`src/rtl/multi_button_debounce.sv`:
```
// rtl/multi_button_debounce.sv - N-channel push-button debouncer with level, press and release outputs
// Optional auto-repeat of btn_press on held buttons: define AUTOREPEAT_EN.
module multi_button_debounce #(
  parameter int NCH          = 5,
  parameter int TICK_DIV     = 100000,
  parameter int STABLE_TICKS = 10,
  parameter int HOLD_TICKS   = 500,
  parameter int REPEAT_TICKS = 100
) (
  input  logic           clk,
  input  logic           rst,
  input  logic [NCH-1:0] btn_in,
  output logic [NCH-1:0] btn_level,
  output logic [NCH-1:0] btn_press,
  output logic [NCH-1:0] btn_release
);

  localparam int PW = (TICK_DIV > 1) ? $clog2(TICK_DIV) : 1;
  localparam int CW = $clog2(STABLE_TICKS + 1);
  localparam logic [PW-1:0] PRESC_LAST = PW'(TICK_DIV - 1);
  localparam logic [CW-1:0] CNT_LAST   = CW'(STABLE_TICKS - 1);

  // Refuse to elaborate with parameters the counters cannot represent.
  if (TICK_DIV < 2 || STABLE_TICKS < 1 || REPEAT_TICKS < 1 || REPEAT_TICKS > HOLD_TICKS) begin : g_bad_params
    $error("multi_button_debounce: illegal parameter combination");
  end

  logic [NCH-1:0] sync1_q;
  logic [NCH-1:0] sync2_q;
  logic [PW-1:0]  presc_q, presc_d;
  logic           tick;
  logic [CW-1:0]  cnt_q [NCH];
  logic [CW-1:0]  cnt_d [NCH];
  logic [NCH-1:0] level_q, level_d;
  logic [NCH-1:0] press_q, press_d;
  logic [NCH-1:0] rel_q, rel_d;

`ifdef AUTOREPEAT_EN
  localparam int HW = $clog2(HOLD_TICKS + 1);
  localparam logic [HW-1:0] HOLD_LAST   = HW'(HOLD_TICKS - 1);
  localparam logic [HW-1:0] HOLD_RELOAD = HW'(HOLD_TICKS - REPEAT_TICKS);
  logic [HW-1:0] hc_q [NCH];
  logic [HW-1:0] hc_d [NCH];
`endif

  // Shared sample-tick prescaler: tick marks the last cycle of each period.
  always_comb begin
    tick    = (presc_q == PRESC_LAST);
    presc_d = tick ? '0 : presc_q + 1'b1;
  end

  // Per-channel qualification: any match restarts the count, the
  // STABLE_TICKS-th consecutive mismatching tick accepts the new level.
  always_comb begin
    level_d = level_q;
    press_d = '0;
    rel_d   = '0;
    for (int i = 0; i < NCH; i++) begin
      cnt_d[i] = cnt_q[i];
      if (sync2_q[i] == level_q[i]) begin
        cnt_d[i] = '0;
      end else if (tick) begin
        if (cnt_q[i] == CNT_LAST) begin
          cnt_d[i]   = '0;
          level_d[i] = ~level_q[i];
          press_d[i] = ~level_q[i];
          rel_d[i]   = level_q[i];
        end else begin
          cnt_d[i] = cnt_q[i] + 1'b1;
        end
      end
`ifdef AUTOREPEAT_EN
      // Hold counter: repeat press every REPEAT_TICKS after the first HOLD_TICKS,
      // suppressed on the edge where the release is being accepted.
      hc_d[i] = hc_q[i];
      if (!level_q[i]) begin
        hc_d[i] = '0;
      end else if (tick) begin
        if (hc_q[i] == HOLD_LAST) begin
          hc_d[i] = HOLD_RELOAD;
          if (level_d[i]) begin
            press_d[i] = 1'b1;
          end
        end else begin
          hc_d[i] = hc_q[i] + 1'b1;
        end
      end
`endif
    end
  end

  // State registers: synchronizers, prescaler, counters and registered outputs.
  always_ff @(posedge clk) begin
    if (rst) begin
      sync1_q <= '0;
      sync2_q <= '0;
      presc_q <= '0;
      level_q <= '0;
      press_q <= '0;
      rel_q   <= '0;
      for (int i = 0; i < NCH; i++) begin
        cnt_q[i] <= '0;
`ifdef AUTOREPEAT_EN
        hc_q[i]  <= '0;
`endif
      end
    end else begin
      sync1_q <= btn_in;
      sync2_q <= sync1_q;
      presc_q <= presc_d;
      level_q <= level_d;
      press_q <= press_d;
      rel_q   <= rel_d;
      for (int i = 0; i < NCH; i++) begin
        cnt_q[i] <= cnt_d[i];
`ifdef AUTOREPEAT_EN
        hc_q[i]  <= hc_d[i];
`endif
      end
    end
  end

  assign btn_level   = level_q;
  assign btn_press   = press_q;
  assign btn_release = rel_q;

endmodule

```
`config.mk`:
```
export PLATFORM = sky130hd
export DESIGN_NAME = multi_button_debounce
export DESIGN_NICKNAME = d
export VERILOG_FILES = /design/src/rtl/multi_button_debounce.sv
export SDC_FILE = /design/constraint.sdc
export NUM_CORES = 1
export LEC_CHECK = 0
export CAP_MARGIN = 30
export CORE_ASPECT_RATIO = 0.9
export CORE_MARGIN = 3
export CORE_UTILIZATION = 30
export DETAILED_ROUTE_END_ITERATION = 10
export PLACE_DENSITY = 0.52
export REMOVE_ABC_BUFFERS = 1
export SLEW_MARGIN = 0
export SYNTH_ARGS = -nofsm -noshare
export SYNTH_HDL_FRONTEND = slang
export SYNTH_SLANG_ARGS = --single-unit
```
`constraint.sdc`:
```
create_clock -name clk -period 3.05 [get_ports clk]
set_clock_uncertainty 0.1 [all_clocks]
set_input_delay 0.61 -clock clk [delete_from_list [all_inputs] [get_ports clk]]
set_output_delay 0.61 -clock clk [all_outputs]
set_load 0.05 [all_outputs]
```
After elaboration in Yosys (flattened, before gate mapping)
Memory sizes are Yosys's and may differ from the RTL's.
Index checks and enable logic that the tools add are counted.
{ "totals": {"mem_count": 1, "ff_bits": 42, "mem_bits_rw": 20, "word_cells": 91} }
{ "memory_table": {"columns": ["name", "words", "width", "rd", "rd_clocked_by_memory_dff", "wr", "line_no", "source"], "rows": [
  ["cnt_q", 5, 4, 5, 0, 5, "32", "logic [CW-1:0] cnt_q [NCH];"]
]} }
{ "op_classes": {"n_eq_ne": 11, "muxes": 23, "bitwise_logic": 21, "n_addsub": 6, "reduce_logical": 11} }
{ "ops": {"columns": ["cell", "n"], "rows": [
  ["$mux W4", 20],
  ["$add A4 B1 Y4 const B", 5],
  ["$eq A4 B4 Y1 const B", 5],
  ["$reduce_or A4 Y1", 5],
  ["$add A17 B1 Y17 const B", 1],
  ["$eq A17 B17 Y1 const B", 1],
  ["$not A1 Y1", 16],
  ["$reduce_and A3 Y1", 5],
  ["$eq A1 B1 Y1", 5],
  ["$or A1 B1 Y1", 5],
  ["$mux W1", 3],
  ["$reduce_or A2 Y1", 1]
]} }

Logic depth before layout (Yosys ltp)
Gate-level depths: netlist of the first run.
{ "logic_depth": {"depth_word": 5, "depth_mapped": 7, "ltp_nobuf": 5} }

Least setup slack after synthesis of the first run
No wires, ideal clock.
{ "synth_timing": {"path_kind": "register -> register", "from": "register presc_q[11]", "to": "memory cnt_q[0][18] (netlist name)", "slack_ps": 946, "t_arrival_ps": 1934, "setup_time_ps": 70, "required_ps": 2880, "path_stages_with_launch": 5, "cell_sequence": "dfxtp_1 or4b_4 or4_4 or4_1 a21oi_1"} }
{ "synth_rtl": {"columns": ["item", "line_no", "source"], "rows": [
  ["from (decl)", "30", "logic [PW-1:0] presc_q, presc_d;"],
  ["from (signal assigned)", "110", "presc_q <= presc_d;"],
  ["to (decl)", "32", null]
]} }

==> results of run 1 <==
## sequential cells by signal, summed over array words and instances, names as in the netlist
| register | cells |
|---|---|
| btn_level | 5 |
| cnt_q | 20 |
| btn_press | 5 |
| sync2_q | 5 |
| presc_q | 17 |
| btn_release | 5 |
| sync1_q | 5 |
## layout by cell type (no fill, tap or decap), drive strengths merged, types with 5 or more instances in the layout
cell type      instances
xnor2                 22
nand3                 10
o311ai                 6
nor3                   9
buf                    6
a21oi                 16
a31o                   5
nand3b                 8
nor4                  10
dfxtp                 62
o21ai                  6
inv                   29
nand4                 19
nor2                  40
o31ai                  5
clkdlybuf4s50         21
nor2b                 11
o2111ai                5
or2                    6
clkbuf                11
## cell families (layout without fill, tap and decap cells)
| logic type | Yosys count | count (layout) | synth area share [%] |
|---|---|---|---|
| flops | 62 | 62 | 46.01 |
| xor+xnor | 24 | 24 | 7.792 |
| compound gates | 51 | 51 | 12.71 |
| buf+inv | 41 | 71 | 6.447 |
| simple gates | 125 | 125 | 26.58 |
| fa+ha+maj | 1 | 1 | 0.4637 |
## worst max-delay path, cell delays in order (launching register included)
cell and delay, ns:
dfxtp_1 0.36, or4b_4 0.58, or4_4 0.61, or4_1 0.42
a21oi_1 0.16
## through the flow
| stage | hold WS, ns | cell area (um2) | total power [mW] | util, % | worst slack, ns |
|---|---|---|---|---|---|
| floorplan | 0.3138 | 2633 | 0.8600 | - | 0.5219 |
| global placement | 0.3187 | 3037 | 0.8818 | 35.11 | 0.6369 |
| detailed placement | 0.3236 | 3037 | 0.8812 | 35.11 | 0.6264 |
| CTS | 0.3364 | 3226 | 1.595 | 37.30 | 0.7493 |
| global route | 0.3467 | 3226 | 1.637 | 37.30 | 0.6703 |
| finish | 0.3308 | 3226 | 1.563 | 37.30 | 0.7538 |
## worst max path at each step
| stage | end | slack [ns] | depth (start not counted) |
|---|---|---|---|
| after global placement | cnt_q[0][7] | 0.64 | 3 |
| after global routing | cnt_q[0][18] | 0.67 | 5 |
| final | cnt_q[0][18] | 0.75 | 4 |
| after detailed placement | cnt_q[0][7] | 0.63 | 3 |
| after CTS | btn_level[0] | 0.75 | 1 |
| after floorplan | presc_q[10] | 0.52 | 4 |
## metal layers
layer,routed length (um),share of wire (%)
met1,2545,48
met2,2401,46
met3,220,4.2
met4,81,1.5
met5,0,0
## layout make-up
type,instances,share of cell area (%)
multi-input cells,201,39.76
flip-flops and latches,62,38.48
repair buffers,27,7.913
well taps,119,4.616
clock buffers,11,4.383
inverters,29,3.375
clock inverters,4,1.474
## power by group
part | internal [mW] | total [mW] | switching, mW | leakage, nW
logic | 0.0188 | 0.0376 | 0.0189 | 0.352
registers | 0.819 | 0.825 | 0.00569 | 0.502
clock network | 0.392 | 0.700 | 0.308 | 0.0952
total | 1.23 | 1.56 | 0.333 | 0.949
==> summary.txt, run 1 <==
Floorplanning
  • Die area: 10,170 um2
  • I/O pin total: 22
  • Core area: 8648 um2
  • Horiz. Die Dim: 106.0 um
  • Chip height: 95.96 um
  • Starting Density: 31.19%
  • Row cnt: 32

Yosys
  • Main flop type after synthesis: dfxtp_1
  • Post-synth top area share: 46.01%
  • Synthesized area: 2698 um2
  • Area contributors post-synth: dfxtp_1 (46%), xnor2_1 (7.1%), nor2_1 (5.6%)
  • Synth cell count leaders: dfxtp_1 (62), nor2_1 (40), inv_1 (29), xnor2_1 (22), nand4_1 (19)
  • Yosys reg bits: 62
  • Sequential element share of the synthesized area: 46.01%
  • Yosys synthesis warning count: 0
  • Most common cell in the netlist: dfxtp_1
  • Mean post-synth cell area: 8.874 um2
  • Synth Instances: 304
  • Number of flops mapped to enable cells by yosys: 0
  • Leading area contributor after synthesis: dfxtp_1
  • Asr flop ratio synth: 0%
  • Unique masters post-synth: 37

Placed design
  • Buffers on Ports: 21
  • Placed instance count: 438
  • Detailed Place HPWL: 3.568 mm
  • GPL Wtd Cong: 0.8257

Clock tree
  • Total CTS buffers: 9
  • Post-CTS resize count: 0
  • TritonCTS clock tree: built
  • Clock transition at path regs: 0.07 ns
  • CTS H-Tree Depth: 3
  • Worst-Skew Late Latency: 0.34 ns
  • Sink Count: 62
  • Post-CTS Hold Fix Bufs: 0
  • Clk root buf: clkbuf_8
  • Clk buf depth: 2
  • Setup bufs post-CTS: 0

Timing
  • Crit path time final: 2.296 ns
  • Normalized max-slew margin: 53.05%
  • Unrepaired setup endpoints after global routing: false
  • Crit share post-route: 75.28%
  • Final Setup Violations: 0
  • Hold Vio Cnt, Final: 0
  • Max Slew Vio Count: 0
  • Max Freq: 435.5 MHz
  • Least-Margin Pin Slew: 0.7021 ns
  • Total Negative Setup Slacks: 0 ns

Critical path
  • Crit. Startpoint: presc_q[6]
  • Crit path launch type: register
  • Worst-path maximum fanout: 11
  • Worst flop-to-flop path startpoint: presc_q[6]
  • Setup slack, reg-to-reg: 0.75 ns
  • Critical Path End Type: register
  • Worst r2r path cells: 4
  • Worst reg2reg endpoint: cnt_q[0][18]
  • Data arrival time of the worst path: 2.47 ns
  • Crit path kind: reg2reg
  • Critical Path RT: 3.22 ns

GRT
  • Most used routing layer: met2
  • Total Routing Usage GR: 11.31%
  • Grt ovf: 0
  • Global-route wire length before repair: 9.108 mm
  • Initial antenna violation count: 0
  • Met1 usage: 13.31%
  • Largest net degree at the start of global routing: 20
  • Vias in the first global route: 2,067
  • GR Layer Usage met2: 18.31%
  • Global Route met3 Usage: 4.091%

Finish
  • NumNets Final: 338
  • Reg area: 1241 um2
  • FILL cells: 906
  • Multi-input gate area: 1282 um2
  • Antenna fix cells: 0
  • Finished Layout Cells: 453
  • Synth-to-layout area growth: 19.57%
  • Share of layout cells above drive strength 1: 10.78%

Pwr
  • P per Cell Area: 484.5 nW/um2
  • Peak supply drop: 0.0002243 V
  • Leakage: 0.9490 nW

Route
  • Routed len/inst: 11.58 um
  • Via Count: 2,203
  • Vias/cell: 4.863
  • Post-Route WL: 5.248 mm
  • DRC: 0
  • Final ANT Viol Nets: 0
  • Drt first pass iters: 4
  • 1st-iter DRT viols: 70

Status
  • Outcome: finished clean

Job
  • Max-cap violations: 0

Min path
  • Worst Hold Path EP: sync2_q[4]
  • Hold path cells: 1
  • Tightest Hold Check Type: reg2reg
  • Hold Crit Start: sync1_q[4]
No activity file was read; power rests on OpenSTA's default activity.
==> inputs of run 2 (changes only) <==
==> constraint.sdc (replaced) <==
create_clock -name clk -period 2.4 [get_ports clk]
set_clock_uncertainty 0.1 [all_clocks]
set_input_delay 0.48 -clock clk [delete_from_list [all_inputs] [get_ports clk]]
set_output_delay 0.48 -clock clk [all_outputs]
set_load 0.05 [all_outputs]
==> summary.txt, run 2 (synthesized netlist as in run 1, its figures left out) <==
Status
  • Outcome: finished clean

Finish
  • FILL cells: 909
  • Synth-to-layout area growth: 20.83%
  • Largest regs: cnt_q (20), presc_q (17)
  • NumNets Final: 341
  • Commonest non-fill, non-tap cell in the layout: dfxtp_1
  • Most flop-heavy register: cnt_q
  • Reg area: 1241 um2
  • Multi-input gate area: 1282 um2
  • Share of layout cells above drive strength 1: 11.87%
  • Antenna fix cells: 0
  • Commonest cells after routing, fill and taps aside: dfxtp_1 (62), nor2_1 (40), inv_1 (29)
  • Max reg flops: 20

Timing
  • Crit share post-route: 89.94%
  • Hold Vio Cnt, Final: 0
  • Final hold slack: 0.3348 ns
  • Least-Margin Pin Slew: 0.4999 ns
  • Setup ws final: 0.2414 ns
  • Max Freq: 463.3 MHz
  • Unrepaired setup endpoints after global routing: false
  • Normalized max-slew margin: 66.57%
  • Final Setup Violations: 0
  • Crit path time final: 2.159 ns
  • Max Slew Vio Count: 0

Critical path
  • Data arrival time of the worst path: 2.33 ns
  • Crit path kind: reg2reg
  • Critical Path RT: 2.57 ns
  • Slowest CP cell: or4b_4
  • Worst r2r path cells: 4
  • Critical Path, Cell by Cell: or4b_4 -> or4_4 -> or4_1 -> a21oi_1
  • Worst-path maximum fanout: 7
  • Crit-path max cell delay: 0.57 ns
  • Critical Path End Type: register
  • Crit path launch type: register

Route
  • Routed len/inst: 11.54 um
  • Vias/cell: 4.917
  • Drt first pass iters: 5
  • DRC: 0
  • Final ANT Viol Nets: 0
  • Post-Route WL: 5.260 mm
  • Via Count: 2,242
  • 1st-iter DRT viols: 134

Floorplanning
  • Core area: 8648 um2
  • Row cnt: 32
  • Horiz. Die Dim: 106.0 um
  • Die area: 10,170 um2
  • Starting Density: 31.19%
  • I/O pin total: 22
  • Chip height: 95.96 um

Pwr
  • Leakage: 0.9726 nW
  • Peak supply drop: 0.0002443 V
  • Total design power: 1.974 mW
  • P per Cell Area: 605.6 nW/um2

GRT
  • Largest net degree at the start of global routing: 33
  • Total Routing Usage GR: 11.43%
  • Grt ovf: 0
  • Global-route wire length before repair: 9.301 mm
  • Vias in the first global route: 2,102
  • Initial antenna violation count: 0

Min path
  • Tightest Hold Check Type: reg2reg
  • Hold path cells: 1

Placed design
  • Placement Setup Slack: 0.2518 ns
  • Detailed Place HPWL: 3.597 mm
  • GPL Wtd Cong: 0.8211
  • Buffers on Ports: 21

Job
  • Max-cap violations: 0

Clock tree
  • Total CTS buffers: 9
  • Post-CTS resize count: 0
  • Post-CTS Hold Fix Bufs: 0
  • Clock transition at path regs: 0.07 ns
  • Sink Count: 62
  • TritonCTS clock tree: built
  • Clk buf depth: 2
  • Clk root buf: clkbuf_8
  • Setup bufs post-CTS: 0
  • Worst-Skew Late Latency: 0.33 ns
  • CTS H-Tree Depth: 3
run 2: cell type report:
class	instances	area share, %
multi-input combinational	201	39.35
sequential	62	38.08
timing repair buffer	30	8.906
tap	119	4.568
clock buffer	10	4.223
inverter	29	3.340
clock inverter	5	1.536
run 2: worst max-delay path: cells and delay by family (launching register included):
| kind | cells | cell delay (ns) |
|---|---|---|
| simple gates | 3 | 1.49 |
| compound gates | 1 | 0.14 |
| flops | 1 | 0.37 |
run 2: path summary, 6_finish.rpt:
check,end,startpoint,slack [ns]
min reg2reg,sync2_q[3],sync1_q[3],0.33
max reg2reg,cnt_q[0][18],presc_q[11],0.24
max,cnt_q[0][18],presc_q[11],0.24
min,sync2_q[3],sync1_q[3],0.33
run 2: through the flow:
| step | instances | instance area, um2 | TNS, ns | util, % |
|---|---|---|---|---|
| floorplan | 292 | 2633 | -1.882 | - |
| global placement | 441 | 3072 | 0 | 35.52 |
| detailed placement | 441 | 3072 | 0 | 35.52 |
| CTS | 456 | 3259 | 0 | 37.69 |
| global route | 456 | 3259 | 0 | 37.69 |
| finish | 456 | 3259 | 0 | 37.69 |
run 2: report_power, final:
group / total (mW) / switching [mW] / internal, mW
Combinational: 0.0487 / 0.0246 / 0.0241
Sequential: 1.05 / 0.00744 / 1.04
Clock: 0.877 / 0.382 / 0.494
run 2: per-layer routing:
metal	share of wire, %	up-vias	global-route usage [%]
met2	45	40	18.26
met3	3.9	9	4.829
met5	0	-	0
li1	-	1143	-
met1	49	1050	13.72
met4	1.8	0	4.531
